<file path="src/rtl/refresh_sched_if.sv">
// Hold/command handshake between the refresh scheduler (master) and the
// transaction engine / DFI command mux (slave).
interface refresh_sched_if;
    logic       tran_idle;
    logic       hold_req;
    logic       hold_ack;
    logic       ref_cmd_valid;
    logic [1:0] ref_cmd_type;
    logic       ref_cmd_ready;

    modport master (
        input  tran_idle,
        input  hold_ack,
        input  ref_cmd_ready,
        output hold_req,
        output ref_cmd_valid,
        output ref_cmd_type
    );

    modport slave (
        output tran_idle,
        output hold_ack,
        output ref_cmd_ready,
        input  hold_req,
        input  ref_cmd_valid,
        input  ref_cmd_type
    );
endinterface

</file>
<file path="src/rtl/refresh_sched.sv">
// Periodic DRAM refresh scheduler: tREFI tracking, bounded refresh debt, PREA + REF issue.
// Define REFSCHED_OVERFLOW_EN to build the sticky ref_overflow detector (tied low otherwise).
module refresh_sched #(
    parameter int unsigned TREFI_CYC   = 1950,
    parameter int unsigned TRP_CYC     = 4,
    parameter int unsigned TRFC_CYC    = 65,
    parameter int unsigned MAX_DEBT    = 8,
    parameter int unsigned URGENT_DEBT = 6
) (
    input  logic                   core_clk,
    input  logic                   core_arstn,
    input  logic                   ref_en,
    refresh_sched_if.master        ref_bus,
    output logic [3:0]             ref_debt,
    output logic                   ref_urgent,
    output logic                   ref_done,
    output logic                   ref_overflow
);

    localparam int unsigned CNT_W    = $clog2(TREFI_CYC + 1);
    localparam int unsigned WAIT_MAX = (TRP_CYC > TRFC_CYC) ? TRP_CYC : TRFC_CYC;
    localparam int unsigned WAIT_W   = $clog2(WAIT_MAX + 1);
    localparam logic [3:0]  DEBT_MAX = 4'(MAX_DEBT);
    localparam logic [3:0]  DEBT_URG = 4'(URGENT_DEBT);

    typedef enum logic [2:0] {
        S_IDLE = 3'd0,
        S_HOLD = 3'd1,
        S_PREA = 3'd2,
        S_TRP  = 3'd3,
        S_REF  = 3'd4,
        S_TRFC = 3'd5
    } state_t;

    state_t              state_q, state_d;
    logic [CNT_W-1:0]    ivl_cnt_q;
    logic [WAIT_W-1:0]   wait_q, wait_d;
    logic [3:0]          debt_d;
    logic                tick;
    logic                cmd_acc;
    logic                ref_acc;

    assign tick    = ref_en && (ivl_cnt_q == '0);
    assign cmd_acc = ref_bus.ref_cmd_valid && ref_bus.ref_cmd_ready;
    assign ref_acc = cmd_acc && (state_q == S_REF);

    always_ff @(posedge core_clk or negedge core_arstn) begin
        if (!core_arstn) begin
            ivl_cnt_q <= CNT_W'(TREFI_CYC - 1);
        end else if (ref_en) begin
            ivl_cnt_q <= (ivl_cnt_q == '0) ? CNT_W'(TREFI_CYC - 1) : ivl_cnt_q - CNT_W'(1);
        end
    end

    // Tick and REF accept in the same cycle cancel; a tick at the ceiling is dropped.
    always_comb begin
        debt_d = ref_debt;
        if (tick && !ref_acc) begin
            if (ref_debt != DEBT_MAX) debt_d = ref_debt + 4'd1;
        end else if (ref_acc && !tick) begin
            debt_d = ref_debt - 4'd1;
        end
    end

    always_comb begin
        state_d = state_q;
        wait_d  = wait_q;
        case (state_q)
            S_IDLE: begin
                if (ref_en && (ref_debt != '0) && (ref_bus.tran_idle || (ref_debt >= DEBT_URG)))
                    state_d = S_HOLD;
            end
            S_HOLD: begin
                if (ref_bus.hold_ack) state_d = S_PREA;
            end
            S_PREA: begin
                if (cmd_acc) begin
                    state_d = S_TRP;
                    wait_d  = WAIT_W'(TRP_CYC - 1);
                end
            end
            S_TRP: begin
                if (wait_q == '0) state_d = S_REF;
                else              wait_d  = wait_q - WAIT_W'(1);
            end
            S_REF: begin
                if (cmd_acc) begin
                    state_d = S_TRFC;
                    wait_d  = WAIT_W'(TRFC_CYC - 1);
                end
            end
            S_TRFC: begin
                // Remaining debt is flushed under the same hold, rows are already closed.
                if (wait_q == '0) state_d = (ref_debt != '0) ? S_REF : S_IDLE;
                else              wait_d  = wait_q - WAIT_W'(1);
            end
            default: state_d = S_IDLE;
        endcase
    end

    always_ff @(posedge core_clk or negedge core_arstn) begin
        if (!core_arstn) begin
            state_q               <= S_IDLE;
            wait_q                <= '0;
            ref_debt              <= '0;
            ref_urgent            <= 1'b0;
            ref_done              <= 1'b0;
            ref_bus.hold_req      <= 1'b0;
            ref_bus.ref_cmd_valid <= 1'b0;
            ref_bus.ref_cmd_type  <= 2'b00;
        end else begin
            state_q               <= state_d;
            wait_q                <= wait_d;
            ref_debt              <= debt_d;
            ref_urgent            <= (debt_d >= DEBT_URG);
            ref_done              <= (state_q == S_TRFC) && (state_d == S_IDLE);
            ref_bus.hold_req      <= (state_d != S_IDLE);
            ref_bus.ref_cmd_valid <= (state_d == S_PREA) || (state_d == S_REF);
            ref_bus.ref_cmd_type  <= (state_d == S_PREA) ? 2'b01 :
                                     (state_d == S_REF)  ? 2'b10 : 2'b00;
        end
    end

`ifdef REFSCHED_OVERFLOW_EN
    logic ovf_q;

    always_ff @(posedge core_clk or negedge core_arstn) begin
        if (!core_arstn) begin
            ovf_q <= 1'b0;
        end else if (tick && !ref_acc && (ref_debt == DEBT_MAX)) begin
            ovf_q <= 1'b1;
        end
    end

    assign ref_overflow = ovf_q;
`else
    assign ref_overflow = 1'b0;
`endif

endmodule

</file>
<file path="src/flat_wrapper.sv">
// flat-port wrapper written by rule: the top's interface ports become plain ports
module refresh_sched_flat 
#(
    parameter int unsigned TREFI_CYC   = 1950,
    parameter int unsigned TRP_CYC     = 4,
    parameter int unsigned TRFC_CYC    = 65,
    parameter int unsigned MAX_DEBT    = 8,
    parameter int unsigned URGENT_DEBT = 6
)
  (core_clk, core_arstn, ref_en, ref_debt, ref_urgent, ref_done, ref_overflow, ref_bus_tran_idle, ref_bus_hold_ack, ref_bus_ref_cmd_ready, ref_bus_hold_req, ref_bus_ref_cmd_valid, ref_bus_ref_cmd_type);
  refresh_sched_if ref_bus_i ();
  input  logic core_clk;
  input  logic core_arstn;
  input  logic ref_en;
  output logic [3:0] ref_debt;
  output logic ref_urgent;
  output logic ref_done;
  output logic ref_overflow;
  input wire logic [$bits(ref_bus_i.tran_idle)-1:0] ref_bus_tran_idle;
  input wire logic [$bits(ref_bus_i.hold_ack)-1:0] ref_bus_hold_ack;
  input wire logic [$bits(ref_bus_i.ref_cmd_ready)-1:0] ref_bus_ref_cmd_ready;
  output wire logic [$bits(ref_bus_i.hold_req)-1:0] ref_bus_hold_req;
  output wire logic [$bits(ref_bus_i.ref_cmd_valid)-1:0] ref_bus_ref_cmd_valid;
  output wire logic [$bits(ref_bus_i.ref_cmd_type)-1:0] ref_bus_ref_cmd_type;
  assign ref_bus_i.tran_idle = ref_bus_tran_idle;
  assign ref_bus_i.hold_ack = ref_bus_hold_ack;
  assign ref_bus_i.ref_cmd_ready = ref_bus_ref_cmd_ready;
  assign ref_bus_hold_req = ref_bus_i.hold_req;
  assign ref_bus_ref_cmd_valid = ref_bus_i.ref_cmd_valid;
  assign ref_bus_ref_cmd_type = ref_bus_i.ref_cmd_type;
  refresh_sched #(.TREFI_CYC(TREFI_CYC), .TRP_CYC(TRP_CYC), .TRFC_CYC(TRFC_CYC), .MAX_DEBT(MAX_DEBT), .URGENT_DEBT(URGENT_DEBT)) u_core (.core_clk(core_clk), .core_arstn(core_arstn), .ref_en(ref_en), .ref_bus(ref_bus_i), .ref_debt(ref_debt), .ref_urgent(ref_urgent), .ref_done(ref_done), .ref_overflow(ref_overflow));
endmodule
</file>
<file path="config.mk">
export PLATFORM = sky130hd
export DESIGN_NAME = refresh_sched_flat
export DESIGN_NICKNAME = d
export VERILOG_FILES = /design/src/rtl/refresh_sched_if.sv /design/src/rtl/refresh_sched.sv /design/src/flat_wrapper.sv
export SDC_FILE = /design/constraint.sdc
export NUM_CORES = 1
export LEC_CHECK = 0
export ABC_AREA = 0
export BUFFER_PORTS_ARGS = -buffer_cell sky130_fd_sc_hd__buf_2
export CAP_MARGIN = 20
export CORE_MARGIN = 10
export CORE_UTILIZATION = 50
export DETAILED_ROUTE_END_ITERATION = 7
export PLACE_DENSITY = 0.67
export SYNTH_ARGS = -nofsm -noshare
export SYNTH_HDL_FRONTEND = slang
export SYNTH_SLANG_ARGS = --single-unit
</file>
<file path="constraint.sdc">
create_clock -name core_clk -period 6.4 [get_ports core_clk]
set_clock_uncertainty 0.2 [all_clocks]
set_input_delay 1.28 -clock core_clk [delete_from_list [all_inputs] [get_ports core_clk]]
set_output_delay 1.28 -clock core_clk [all_outputs]
set_load 0.05 [all_outputs]
</file>
==> flow_summary.yaml, run 1 <==
cts:
  clk_path_buf_depth: 2
  cts_tree: "yes"
  post_cts_buffers: 0
  clock-root-buffer: "clkbuf_8"
  hold_buffers: 0
  clock-sinks: 31
  clkSlewWorstSetupHoldPaths_ns: 0.07
  h-tree-depth: 2
  post_cts_resized: 0
  clk_latency_ns: 0.28
  cts_buffers: 5
worst_setup_path:
  cp.arrival_ns: 3.12
  critical-path-slowest-cell: "nor4_2"
  slowest_delay_ns: 0.62
  crit_chain: "buf_2, nand2b_1, nor4_2, mux2_1, a221o_2, o2bb2ai_2"
  crit_buf_inv: 1
  cp.required_ns: 6.37
  cp-end-kind: "register"
  path_delay_family: "simple AND/OR/NAND/NOR gates"
  critPathKind: "input port to register"
  cp_max_fo: 8
  cp-start-kind: "input port"
global_route:
  antenna_found_initial: 0
  grt_use_total_pct: 13.0
  grt_start_max_net_pins: 32
  overflow: 0
  grt_pass1_vias: 1515
  grt_first_pass_wirelength_um: 6890
cells_and_area:
  diodes: 0
  nFillCells: 304
  stdcell_count: 267
  finalNetCount: 233
  final_layout_size_suffix_gt1_share_pct: 17.6
  areaGrowthSynthToFinish_pct: 10.2
routing:
  viasPerCell: 5.67
  via_count: 1514
  routedWlPerCell_um: 14.7
  wl_um: 3930
  dr.pass1.iters: 4
  drc: 0
  drt-initial-drc-count: 161
  detail-route-antenna-nets: 0
placement:
  gp_congestion: 0.832
  numPortBuffers: 15
  pre_cts_slack_ns: 2.97
  place_inst: 259
  dp_hpwl_um: 2900
sta:
  min_period_ns: 3.16
  holdWs_ns: 0.303
  fin_crit_sh_pct: 49.3
  setup_viol: 0
  tightest_slew_ns: 0.974
  finalMaxSlewViolations: 0
  fmax_mhz: 317
  slew_headroom_pct: 34.5
  fin_ws_ns: 3.24
  tns_ns: 0
  hold_violations: 0
  rsz0062_at_grt: "false"
power:
  power.total_uw: 980
  p_per_area_nw_per_um2: 483
  peakVddDrop_v: 0.000213
  p_leak_uw: 0.000875
floorplan:
  die_width_um: 80.7
  die_y_um: 80.7
  pin_count: 17
  num_rows: 21
  start_util_pct: 53.5
  core_area_um2: 3440
  die_area_um2: 6510
yosys:
  syn_avg_cell_area_um2: 9.08
  synth_edf_count: 0
  yosys.cell_types.count: 45
  syn_area_um2: 1840
  synth_nets: 216
  synthCells: 203
  yosysWarnings: 0
  ys_seq_elements: 31
  seq_area_frac_synth_pct: 42.6
  synth_flop_cell: "dfrtp_1"
  async_reset_ff_share_pct: 100
worst_hold_path:
  hold_path_class: "register to register"
outcome:
  outcome: "complete, no violations"
flow_run:
  drv_cap: 0
==> state kept, by name, summed over array words and instances, names as in the netlist <==
name                          count
u_core.ref_bus.ref_cmd_valid      1
u_core.ref_urgent                 1
u_core.ivl_cnt_q                 11
u_core.ref_bus.ref_cmd_type       2
u_core.ref_debt                   4
u_core.wait_q                     7
u_core.state_q                    3
u_core.ref_done                   1
u_core.ref_bus.hold_req           1
==> cells in the mapped netlist (all sizes together) (3+ instances only) <==
| master | n | share of area, % |
|---|---|---|
| nor2b | 3 | 1.0 |
| nand2 | 17 | 3.5 |
| nor3 | 7 | 1.9 |
| nor4 | 4 | 1.7 |
| and3 | 4 | 1.4 |
| xnor2 | 6 | 2.9 |
| or4 | 3 | 1.6 |
| a21oi | 17 | 4.6 |
| dfrtp | 23 | 31 |
| inv | 10 | 2.0 |
| nor2 | 24 | 4.9 |
| dfstp | 8 | 11 |
| o21ai | 11 | 3.0 |
| nand3 | 13 | 3.5 |
| ha | 7 | 4.8 |
| xor2 | 6 | 2.9 |
| nand2b | 8 | 2.7 |
| clkbuf | 3 | 0.61 |
==> worst paths after layout <==
| check | slack, ns | startpoint | to | cells after the start |
|---|---|---|---|---|
| worst max-delay path | 3.24 | ref_en | u_core.ref_urgent | 6 |
| worst min-delay path | 0.30 | u_core.ivl_cnt_q[4] | u_core.ivl_cnt_q[4] | 2 |
| worst max register to register | 3.43 | u_core.ivl_cnt_q[1] | u_core.ref_urgent | 7 |
| worst min register to register | 0.30 | u_core.ivl_cnt_q[4] | u_core.ivl_cnt_q[4] | 2 |
| max in group asynchronous | 4.71 | core_arstn | u_core.wait_q[6] | 1 |
| min in group asynchronous | 0.85 | core_arstn | u_core.ref_debt[3] | 1 |
==> routing by layer <==
metal / GRT usage [%] / up-vias / part of all wire, %
li1: - / 753 / -
met1: 15.2 / 719 / 45
met2: 22.1 / 36 / 50
met3: 3.34 / 6 / 3.9
met4: 5.36 / 0 / 0.69
met5: 0 / - / 0
==> where the power goes <==
group          switching (uW)  total [uW]  internal [uW]
Clock                    71.3         147           75.8
Combinational             272         436            164
Sequential                102         396            294
Total                     446         980            534
==> cell usage in the layout (no fill, tap or decap), drive strengths merged, types with 2 or more instances in the layout <==
cell,n
xor2,6
nand3,13
inv,10
dfrtp,23
nor2,24
nand4,2
nand2,17
nor3,7
nor4,4
dfstp,8
buf,15
clkbuf,6
a21o,2
o211ai,2
xnor2,6
a211oi,2
a221o,2
nor2b,3
and3,4
o21ai,11
or4,3
a21oi,17
ha,7
nand2b,8
==> final cells by class <==
type,count,area (um^2),area share (%)
Multi-Input combinational cell,157,990,48.7
Sequential cell,31,786,38.7
Timing Repair Buffer,15,75.1,3.70
Clock buffer,6,72.6,3.57
Tap cell,46,57.6,2.83
Inverter,10,37.5,1.85
Clock inverter,2,12.5,0.616
==> through the flow <==
stage,instance area [um^2],util [%]
after global routing,2030,59.0
after detailed placement,1950,56.5
final,2030,59.0
after CTS,2030,59.0
after floorplan,1840,-
after global placement,1950,56.5
==> tightest hold or removal path, stage by stage, from the launching register on <==
cell and delay, ns:
dfstp_2 0.38, nand2_1 0.05, nand3_1 0.07
==> kinds of logic (layout without fill, tap and decap cells) <==
logic type	after synthesis	after routing	share of synthesized area, %
muxes	2	2	1.15
xor gates and xnor gates	12	12	5.70
buffers and inverters	15	33	3.67
adders and majority gates	7	7	4.75
other	1	1	0.203
and+or+nand+nor	90	90	25.1
DFF	31	31	42.6
AOI/OAI and AO/OA	45	45	16.8
Note: power is estimated with default switching activity, not from simulation.
==> run 2, diff against run 1 <==
- PLACE_DENSITY: 0.67 -> 0.7
- clock period: 6.4 -> 2.8 ns (I/O delays scaled with it)
==> run 2 against run 1 <==
- global-route usage grew 0.50 points
- non-clock buffer count rose by 2
- count of clock-buffer cells in the layout did not move
- flip-flop and latch count stayed put
- largest cell class unchanged
- combinational power increased by 130%
- setup slack worse by 3.0 ns
- critical endpoint unchanged
==> flow_summary.yaml, run 2 (same netlist as run 1, synthesis figures left out) <==
cells_and_area:
  stdcell_count: 269
  finalNetCount: 235
  regMostFlops: "u_core.ivl_cnt_q"
  areaGrowthSynthToFinish_pct: 12.8
  final_cell_mix: "24 x nor2_1, 23 x dfrtp_1, 17 x nand2_1, 17 x a21oi_1, 15 x buf_2"
  final_common_cell: "nor2_1"
  seq_area_um2: 786
  diodes: 0
  largest_reg_flops: 11
  reg.largest.list: "u_core.ivl_cnt_q x11, u_core.wait_q x7, u_core.ref_debt x4"
  multi_input_area_um2: 990
  stdcell_area_um2: 2080
  final_layout_size_suffix_gt1_share_pct: 18.8
  nFillCells: 303
placement:
  gp_congestion: 0.884
  place_inst: 261
  numPortBuffers: 15
  dp_hpwl_um: 3030
  dpl_cell_area_um2: 1960
worst_hold_path:
  hold_path_class: "input port to async pin"
worst_setup_path:
  critPathKind: "register to register"
  regToRegEndpoint: "u_core.ref_urgent"
  cp.required_ns: 2.82
  cp_max_fo: 10
  cp.arrival_ns: 2.61
  ff2ff_setup_slack_ns: 0.21
  cp-start-kind: "register"
  cp-end-kind: "register"
  r2r_start: "u_core.ivl_cnt_q[1]"
  rr_worst_depth: 7
sta:
  rsz0062_at_grt: "false"
  setup_viol: 0
  fin_crit_sh_pct: 92.6
  hold_violations: 0
  min_period_ns: 2.59
  fmax_mhz: 386
  tns_ns: 0
  slew_headroom_pct: 55.0
  tightest_slew_ns: 0.675
  finalMaxSlewViolations: 0
cts:
  clk_latency_ns: 0.29
  clk_path_buf_depth: 2
  clock-root-buffer: "clkbuf_8"
  post_cts_buffers: 0
  h-tree-depth: 2
  clock-sinks: 31
  cts_tree: "yes"
  hold_buffers: 0
  post_cts_resized: 0
  cts_buffers: 5
  clkSlewWorstSetupHoldPaths_ns: 0.07
global_route:
  grt_use_total_pct: 13.5
  grt_first_pass_wirelength_um: 7000
  antenna_found_initial: 0
  grt_start_max_net_pins: 32
  overflow: 0
  grt_pass1_vias: 1525
floorplan:
  pin_count: 17
  start_util_pct: 53.5
  num_rows: 21
  die_area_um2: 6510
  die_width_um: 80.7
  core_area_um2: 3440
  die_y_um: 80.7
routing:
  viasPerCell: 5.72
  via_count: 1539
  dr.pass1.iters: 4
  routedWlPerCell_um: 15.2
  detail-route-antenna-nets: 0
  drc: 0
  wl_um: 4100
  drt-initial-drc-count: 98
power:
  p_leak_uw: 0.000905
  peakVddDrop_v: 0.000504
  p_per_area_nw_per_um2: 1150
  power.total_uw: 2390
outcome:
  outcome: "complete, no violations"
flow_run:
  drv_cap: 0
[run 2: where the power goes]
group	internal (uW)	total, uW	switching, uW	leakage [uW]
Clock	288	461	173	0.0000612
Combinational	385	1020	632	0.000479
Sequential	673	914	241	0.000365
Total	1350	2390	1050	0.000905
[run 2: cell type report]
type                            instances  area share (%)
Multi-Input combinational cell        157            47.6
Sequential cell                        31            37.8
Timing Repair Buffer                   17            4.33
Clock buffer                            6            3.97
Tap cell                               46            2.77
Inverter                               10            1.81
Clock inverter                          2            1.69
[run 2: worst max-delay path, cell delays in order (launching register included)]
cell and delay (ns):
dfrtp_1 0.40, inv_1 0.10, ha_1 0.16, or4b_1 0.49, or4_4 0.54, a2111oi_4 0.35, a221o_2 0.18, o2bb2ai_2 0.10
[run 2: per-stage QoR]
| stage | utilization (%) | hold WS [ns] | worst slack (ns) |
|---|---|---|---|
| floorplan | - | 0.0644 | 0.121 |
| CTS | 60.4 | 0.125 | 0.210 |
| finish | 60.4 | 0.0977 | 0.208 |
| global placement | 57.0 | 0.285 | 0.281 |
| detailed placement | 57.0 | 0.303 | 0.224 |
| global route | 60.4 | 0.156 | 0.0477 |
[run 2: worst max-delay path by stage]
stage | endpoint | from | cells past startpoint | slack [ns]
after detailed placement | u_core.ref_urgent | u_core.ivl_cnt_q[1] | 7 | 0.22
after global routing | u_core.ref_urgent | u_core.ivl_cnt_q[1] | 7 | 0.05
after floorplan | u_core.ref_urgent | u_core.ivl_cnt_q[1] | 7 | 0.12
after global placement | u_core.ref_urgent | u_core.ivl_cnt_q[1] | 7 | 0.28
after CTS | u_core.ref_urgent | u_core.ivl_cnt_q[1] | 7 | 0.21
final | u_core.ref_urgent | u_core.ivl_cnt_q[1] | 7 | 0.21
[run 2: metal layers]
metal,GRT usage [%],wire length (um),up-vias
met1,15.7,1770,742
met3,4.12,159,11
li1,-,-,761
met4,5.54,84,0
met2,22.7,2080,25
met5,0,0,-
